## src/rtl/sdr_wr_burst_feeder.sv

```systemverilog
// Write-side burst sequencer: pops a fixed-length burst from a show-ahead FIFO
// into the SDRAM data path, masking beats one cycle ahead of their data.
module sdr_wr_burst_feeder #(
  parameter int DSIZE = 32,
  parameter int LEN_W = 9
) (
  input  logic               CLK,
  input  logic               RESET_N,
  input  logic               WR_START,
  input  logic [LEN_W-1:0]   WR_LEN,
  input  logic               WR_ABORT,
  input  logic [DSIZE-1:0]   FIFO_DATA,
  input  logic               FIFO_EMPTY,
  output logic               FIFO_RDREQ,
  output logic [DSIZE-1:0]   DATAIN,
  output logic [DSIZE/8-1:0] DM,
  output logic               BUSY,
  output logic               DONE,
  output logic               UNDERRUN,
  input  logic               UNDERRUN_CLR
);

  // state | meaning
  // IDLE  | no burst; DM all ones, no pops
  // BURST | one beat per cycle until rem reaches 1 or an abort arrives
  typedef enum logic {IDLE, BURST} state_t;

  state_t           state;
  logic [LEN_W-1:0] rem;
  logic             beat;
  logic             pop;

  // An abort cancels the beat of its own cycle, so it must gate the pop directly.
  assign beat       = (state == BURST) && !WR_ABORT;
  assign pop        = beat && !FIFO_EMPTY;
  assign FIFO_RDREQ = pop;
  assign DM         = pop ? '0 : '1;
  assign BUSY       = (state == BURST);

  always_ff @(posedge CLK or negedge RESET_N) begin
    if (!RESET_N) begin
      state    <= IDLE;
      rem      <= '0;
      DATAIN   <= '0;
      DONE     <= 1'b0;
      UNDERRUN <= 1'b0;
    end else begin
      DONE <= 1'b0;
      case (state)
        IDLE: begin
          if (WR_START && !WR_ABORT && (WR_LEN != '0)) begin
            rem   <= WR_LEN;
            state <= BURST;
          end
        end
        BURST: begin
          if (WR_ABORT) begin
            rem   <= '0;
            state <= IDLE;
          end else begin
            rem <= rem - LEN_W'(1);
            if (rem == LEN_W'(1)) begin
              state <= IDLE;
              DONE  <= 1'b1;
            end
          end
        end
        default: state <= IDLE;
      endcase

      if (pop)
        DATAIN <= FIFO_DATA;

      // A fresh underrun wins over a clear in the same cycle.
      if (beat && FIFO_EMPTY)
        UNDERRUN <= 1'b1;
      else if (UNDERRUN_CLR)
        UNDERRUN <= 1'b0;
    end
  end

endmodule

```

## config.mk

```make
export PLATFORM = sky130hd
export DESIGN_NAME = sdr_wr_burst_feeder
export DESIGN_NICKNAME = d
export VERILOG_FILES = /design/src/rtl/sdr_wr_burst_feeder.sv
export SDC_FILE = /design/constraint.sdc
export NUM_CORES = 1
export LEC_CHECK = 0
export ABC_AREA = 1
export BUFFER_PORTS_ARGS = -buffer_cell sky130_fd_sc_hd__buf_2
export CAP_MARGIN = 0
export CORE_MARGIN = 4
export CORE_UTILIZATION = 30
export DETAILED_ROUTE_END_ITERATION = 8
export GPL_TIMING_DRIVEN = 0
export PLACE_DENSITY = 0.58
export SLEW_MARGIN = 20
export SYNTH_ARGS = -nofsm -noshare
export SYNTH_HDL_FRONTEND = slang
export SYNTH_SLANG_ARGS = --single-unit
export TNS_END_PERCENT = 5
```

## constraint.sdc

```tcl
create_clock -name CLK -period 3.3 [get_ports CLK]
set_clock_uncertainty 0.2 [all_clocks]
set_input_delay 0 -clock CLK [delete_from_list [all_inputs] [get_ports CLK]]
set_output_delay 0 -clock CLK [all_outputs]
set_load 0.03 [all_outputs]
```

==> After elaboration in Yosys (flattened, before gate mapping) <==
Index checks and enable logic that the tools add are counted.
{ "totals": {"register_bits": 44, "inputBits": 47, "output_inout_bits": 40, "word_cells": 31} }
{ "op_classes": {"add_sub_neg": 1, "eq_ne": 2, "mux": 13, "bitwise": 1, "n_reduce_logical": 9} }
{ "op_table": {"columns": ["operator", "count"], "rows": [
  ["two-way mux 9 bit", 2],
  ["one-hot mux 9 bit (2 select lines)", 1],
  ["equality test 9 x 1 -> 1 bit, second input constant", 1],
  ["nonzero test 9 bit", 1],
  ["subtractor 9 x 1 -> 9 bit, second input constant", 1],
  ["two-way mux 1 bit", 8],
  ["logical AND 1 bit", 5],
  ["two-way mux 4 bit", 1],
  ["zero test 1 bit", 2],
  ["!= test 2 bit, second input constant", 1],
  ["one-hot mux 1 bit (2 select lines)", 1],
  ["nonzero test 2 bit", 1],
  ["NOT 1 bit", 1]
]} }

==> Longest topological paths before layout <==
Gate-level depths: netlist (run 1).
{ "depth": {"depth_word": 5, "ltp_mapped": 10, "mapped_depth_nobuf": 10} }

==> Worst setup path before layout (run 1) <==
OpenSTA, ideal clock, no wires.
{ "synth_timing": {"path_type": "register -> register", "start": "register state (netlist: BUSY)", "end": "register DATAIN[22]", "setup_ns": 0.118, "t_arrival_ns": 1.298, "required_ns": 2.982, "setup_slack_ns": 1.684, "stages_incl_launch_ff": 9, "path_buffers": 1, "period_less_slack_ns": 1.616, "cell_sequence": "dfrtp_1 -> inv_2 -> nor2_4 -> inv_2 -> nor2_8 -> inv_2 -> buf_6 -> nand2_1 -> nand2_1"} }
{ "synth_between": {"elab_chain_len": 2} }
{ "synth_rtl": {"columns": ["item", "line", "rtl"], "rows": [
  ["from (decl)", "28", "state_t state;"],
  ["from (signal assigned)", "42", "state <= IDLE;"],
  ["from (signal assigned)", "53", "state <= BURST;"],
  ["from (signal assigned)", "59", "state <= IDLE;"],
  ["logical AND 1 bit", "34", "assign beat = (state == BURST) && !WR_ABORT;"],
  ["logical AND 1 bit", "35", "assign pop = beat && !FIFO_EMPTY;"],
  ["to (signal assigned)", "44", "DATAIN <= '0;"],
  ["to (signal assigned)", "72", "DATAIN <= FIFO_DATA;"],
  ["to (decl)", "15", "output logic [DSIZE-1:0] DATAIN,"]
]} }
No other way between the ends.
A chain may end at the register's enable or synchronous reset.

==> Worst setup path in the final report (run 1) <==
{ "layout_timing": {"start": "register state (netlist: BUSY)", "end": "register DATAIN[2]"} }
The elaborated chain is that of the path after synthesis.

==> flow_metrics.tcl, run 1 <==
set metrics [dict create \
    synth_compound_gate_area_share_pct 2.90 \
    vias 2116 \
    synthAdderAreaFrac_pct 1.21 \
    layoutNonFillerInstCount 494 \
    synth_top_family_by_area "simple AND/OR/NAND/NOR gates" \
    arrival_ns 2.44 \
    maxCapViolCount 0 \
    final_area_um2 3240 \
    yosysTopAreaCell "dfrtp_1" \
    synth_commonest_cells "nand2_1 (143), dfrtp_1 (44), nand3_1 (17), inv_1 (14), nor2_1 (13)" \
    ant_nets 0 \
    grt_pass1_wl_um 9780 \
    drive_gt1_share_pct 26.6 \
    initial_core_util_pct 30.6 \
    synth_xor_area_share_pct 0 \
    multiInputGateArea_um2 812 \
    cts_tree "yes" \
    clock_path_buffers 2 \
    yosysWarnings 0 \
    grt_pass1_vias 2118 \
    io_pins 87 \
    r2r_slack_ns 0.90 \
    crit_path_start "BUSY$_DFF_PN0_" \
    root_buffer "clkbuf_8" \
    antennaDiodeCount 0 \
    synth.distinct_cells 17 \
    drt-initial-drc-count 26 \
    drt-total-wl_um 5550 \
    drc 0 \
    path_clk_slew_ns 0.09 \
    status "finished, final reports clean" \
    cts_buffers 5 \
    avgSynthCellArea_um2 7.78 \
    cp-endpoint "DATAIN[2]$_DFFE_PN0P_" \
    post-place-cells 432 \
    grt_antenna_before_repair 0 \
    viasPerCell 4.28 \
    cts-resized-gates 0 \
    clock_sinks 44 \
    grt-ovfl-total 0 \
    drt_first_pass_iters 4 \
    maxSlewViolCount 0 \
    gp_congestion 0.794 \
    wl_per_cell_um 11.2 \
    die_h_um 91.1 \
    rsz0062_at_grt "no" \
    final_net_count 463 \
    nFillCells 674 \
    syn_inst 266 \
    placed_area_um2 2600 \
    tightest_slew_ns 0.566 \
    syn_area_um2 2070 \
    worstHoldPathType "in -> async" \
    grt_max_degree 45 \
    core_area_um2 6760 \
    synth_top_area_share_pct 53.2 \
    r2r-start "BUSY$_DFF_PN0_" \
    final_core_utilization_pct 47.9 \
    setup_viol 0 \
    power_leakage_nw 1.82 \
    ff2ff_path_depth 8 \
    seq_area_frac_synth_pct 53.2 \
    areaGrowthSynthToFinish_pct 56.3 \
    grt.total_usage_pct 14.1 \
    synth_ff_type "dfrtp_1" \
    max_slew_margin_pct 62.3 \
    hold_viol 0 \
    yosysMostFrequentCell "nand2_1" \
    synth_edf_count 0 \
    synth.area.top_cells "dfrtp_1 (53%), nand2_1 (26%), nand3_1 (4.1%)" \
    clock_latency_ns 0.30 \
    ys_ff_latch 44 \
    finalSetupTns_ns 0 \
    worstSetupEndpointType "register" \
    fin_crit_sh_pct 72.8 \
    required_ns 3.34 \
    cts_max_level 2 \
    ir_drop_mv 0.219 \
    worst-setup-path-type "reg -> reg" \
    worst_r2r_endpoint "DATAIN[2]$_DFFE_PN0P_" \
    io_buffers 86 \
    dp_slack_ns 1.62 \
    synthSimpleGateAreaFrac_pct 35.1 \
    startpoint_type "register" \
    synthMuxAreaShare_pct 0 \
    max_freq_mhz 416 \
    dpl.hpwl_um 3740 \
    rows 30 \
    seq_area_um2 1100 \
    path_max_fanout 7 \
    synthArstFlopShare_pct 100 \
    layout_setup_ws_ns 0.896 \
    fp.dieW_um 91.1 \
    post-route-min-period_ns 2.40 \
    die-area_um2 8300 \
    powerDensity_nw_per_um2 571 \
    synth_nets 315 \
]
-- what timing repair did --
action                     4_1_cts  5_1_grt
setup endpoints to repair        0        0
hold buffers                    55        0
hold endpoints to repair        88        0
setup buffers                    0        0
-- worst min path at each step --
stage	startpoint	to	slack, ns	cells after the start
floorplan	RESET_N	BUSY$_DFF_PN0_	-0.50	0
global placement	UNDERRUN_CLR	UNDERRUN$_DFFE_PN0P_	-0.006	2
detailed placement	FIFO_DATA[5]	DATAIN[5]$_DFFE_PN0P_	0.007	3
CTS	FIFO_EMPTY	DATAIN[23]$_DFFE_PN0P_	0.02	5
global route	FIFO_EMPTY	DATAIN[10]$_DFFE_PN0P_	0.04	5
finish	RESET_N	DATAIN[18]$_DFFE_PN0P_	0.03	2
-- cell usage in the layout, fill, tap and decap left out, types with 2 or more instances in the layout --
master         instances
nand4_1                2
nor2_1                13
inv_1                 14
inv_2                  3
buf_2                 88
buf_4                  7
dlygate4sd3_1         55
buf_6                  3
nand2_1              143
a21oi_1                3
ha_1                   2
clkbuf_8               5
dfrtp_1               44
o21ai_0                9
nand3_1               17
-- through the flow --
| step | power, W | hold slack [ns] |
|---|---|---|
| after CTS | 0.00187 | 0.0189 |
| final | 0.00185 | 0.0251 |
| after detailed placement | 0.00146 | 0.00741 |
| after global placement | 0.00145 | -0.00556 |
| after global routing | 0.00199 | 0.0388 |
| after floorplan | 0.00124 | -0.496 |
-- metal layers --
layer  track usage [%]  wire length [um]  up-vias
met2              24.3              2740       55
met1              18.1              2490      948
met5                 0                 0        -
met4              3.02                51        0
li1                  -                 -     1108
met3              3.31               276        5
-- critical path, cell delays in order (launching register included) --
cell	delay (ns)
dfrtp_1	0.40
inv_2	0.06
nor2_4	0.17
inv_2	0.14
nor2_8	0.16
nand2_1	0.06
dlygate4sd3_1	0.55
nand2_1	0.07
dlygate4sd3_1	0.54
-- cell families after synthesis --
logic type | count (synthesis)
AOI/OAI and AO/OA | 12
adders and majority gates | 2
DFF | 44
buffers and inverters | 29
and+or+nand+nor | 179
-- layout make-up --
type | instances | share of cell area [%]
Tap cell | 80 | 3.09
Buffer | 12 | 2.90
Sequential cell | 44 | 34.0
Inverter | 17 | 1.97
Clock buffer | 5 | 2.13
Clock inverter | 2 | 0.387
Timing Repair Buffer | 141 | 30.4
Multi-Input combinational cell | 193 | 25.1
-- state kept, by name (all words and copies together) (netlist names) --
name	cells
DATAIN	32
rem	9
BUSY	1
DONE	1
UNDERRUN	1
-- where the power goes --
part           leakage, nW  switching [W]  internal [W]
combinational         1.23       0.000489      0.000262
sequential           0.553      0.0000858      0.000679
clock               0.0400       0.000188      0.000144
total                 1.82       0.000763       0.00108
No activity file was read; power rests on OpenSTA's default activity.
==> inputs of run 2 (changes only) <==
==> constraint.sdc (replaced) <==
create_clock -name CLK -period 2.47 [get_ports CLK]
set_clock_uncertainty 0.2 [all_clocks]
set_input_delay 0 -clock CLK [delete_from_list [all_inputs] [get_ports CLK]]
set_output_delay 0 -clock CLK [all_outputs]
set_load 0.03 [all_outputs]
==> run 2 against run 1 <==
Combinational power is 34% higher. Utilization is 0.22 points higher. Clock-buffer cell count stayed put. Critical path type unchanged. Critical endpoint unchanged. Largest power group unchanged.
==> flow_metrics.tcl, run 2 (synthesis gave the netlist of run 1 again) <==
set metrics [dict create \
    dp_slack_ns 0.795 \
    cts_tree "yes" \
    drive_gt1_share_pct 26.9 \
    cts_buffers 5 \
    grt.total_usage_pct 14.1 \
    grt_pass1_wl_um 9780 \
    initial_core_util_pct 30.6 \
    path_clk_slew_ns 0.09 \
    worst-setup-path-type "reg -> reg" \
    io_pins 87 \
    largest_reg_flops 32 \
    final_net_count 465 \
    post-route-min-period_ns 2.33 \
    clock_path_buffers 2 \
    die_h_um 91.1 \
    worstHoldPathType "in -> async" \
    maxCapViolCount 0 \
    power_leakage_nw 1.83 \
    vias 2135 \
    drt-initial-drc-count 28 \
    wl_per_cell_um 11.2 \
    cts_max_level 2 \
    powerDensity_nw_per_um2 761 \
    die-area_um2 8300 \
    root_buffer "clkbuf_8" \
    layout_setup_ws_ns 0.137 \
    clock_sinks 44 \
    ant_nets 0 \
    startpoint_type "register" \
    path_max_fanout 7 \
    cts-resized-gates 0 \
    grt_max_degree 45 \
    status "finished, final reports clean" \
    setup_viol 0 \
    grt_pass1_vias 2118 \
    drt-total-wl_um 5550 \
    slowest_stage "dlygate4sd3_1" \
    core_area_um2 6760 \
    fin_crit_sh_pct 94.5 \
    seq_area_um2 1100 \
    areaGrowthSynthToFinish_pct 57.0 \
    drc 0 \
    viasPerCell 4.30 \
    max_slew_margin_pct 62.2 \
    layout_common_cells "nand2_1 (143), buf_2 (88), dlygate4sd3_1 (55)" \
    grt_antenna_before_repair 0 \
    ir_drop_mv 0.292 \
    gp_congestion 0.794 \
    required_ns 2.51 \
    finalSetupTns_ns 0 \
    reg.largest.list "DATAIN (32), rem (9)" \
    max_stage_delay_ns 0.55 \
    finalPower_w 0.00247 \
    multiInputGateArea_um2 812 \
    drt_first_pass_iters 4 \
    final_common_cell "nand2_1" \
    arrival_ns 2.37 \
    io_buffers 86 \
    hold_viol 0 \
    max_freq_mhz 429 \
    antennaDiodeCount 0 \
    nFillCells 674 \
    fp.dieW_um 91.1 \
    grt-ovfl-total 0 \
    top_register "DATAIN" \
    crit_chain "inv_2 -> nor2_4 -> inv_2 -> nor2_8 -> nand2_1 -> dlygate4sd3_1 -> nand2_1 -> dlygate4sd3_1" \
    worstSetupEndpointType "register" \
    maxSlewViolCount 0 \
    dpl.hpwl_um 3740 \
    clock_latency_ns 0.30 \
    rows 30 \
    tightest_slew_ns 0.566 \
]
## run 2: cell count changes in the layout (fill, tap and decap cells not counted), sizes merged
cell,delta
buf,+2
## run 2: metal layers
layer / up-vias / part of all wire (%) / wire, um / GRT usage [%]
li1: 1114 / - / - / -
met1: 959 / 45 / 2490 / 18.1
met2: 57 / 49 / 2730 / 24.3
met3: 5 / 5.0 / 278 / 3.31
met4: 0 / 0.92 / 51 / 3.02
met5: - / 0 / 0 / 0
## run 2: cell type report
cell class | count | share of cell area (%)
flip-flops and latches | 44 | 33.9
repair buffers | 143 | 30.7
multi-input cells | 193 | 25.0
well taps | 80 | 3.08
plain buffers | 12 | 2.89
clock buffers | 5 | 2.12
inverters | 17 | 1.96
clock inverters | 2 | 0.385
## run 2: power by group
group / internal, W / switching (W) / total [W]
Sequential: 0.000907 / 0.000115 / 0.00102
Combinational: 0.000354 / 0.000654 / 0.00101
Clock: 0.000192 / 0.000252 / 0.000444
## run 2: what timing repair did
item / in CTS / in global routing
hold buffers: 55 / 0
endpoints found under the hold margin: 88 / 0
endpoints found under the setup margin: 0 / 3
buffers inserted: 0 / 2
## run 2: per-stage QoR
step	cells	hold WS, ns	instance area [um^2]	util, %
after floorplan	266	-0.496	2070	-
after global placement	432	-0.00556	2600	38.5
after detailed placement	432	0.00741	2600	38.5
after CTS	494	0.0189	3230	47.9
after global routing	496	0.0388	3250	48.1
final	496	0.0252	3250	48.1
## run 2: worst max-delay path, delay by kind of cell, from the launching register on
kind,cells,cell delay [ns]
buf+inv,4,1.26
simple gates,4,0.41
flops,1,0.39
## run 2: final timing paths
check / startpoint / end / slack, ns / cells past startpoint
setup / recovery: BUSY$_DFF_PN0_ / DATAIN[2]$_DFFE_PN0P_ / 0.14 / 8
hold / removal: RESET_N / DATAIN[18]$_DFFE_PN0P_ / 0.03 / 2
setup reg to reg: BUSY$_DFF_PN0_ / DATAIN[2]$_DFFE_PN0P_ / 0.14 / 8
hold reg to reg: DATAIN[24]$_DFFE_PN0P_ / DATAIN[24]$_DFFE_PN0P_ / 0.27 / 2
max in group asynchronous: RESET_N / DATAIN[25]$_DFFE_PN0P_ / 1.65 / 2
min in group CLK: FIFO_EMPTY / DATAIN[17]$_DFFE_PN0P_ / 0.03 / 5
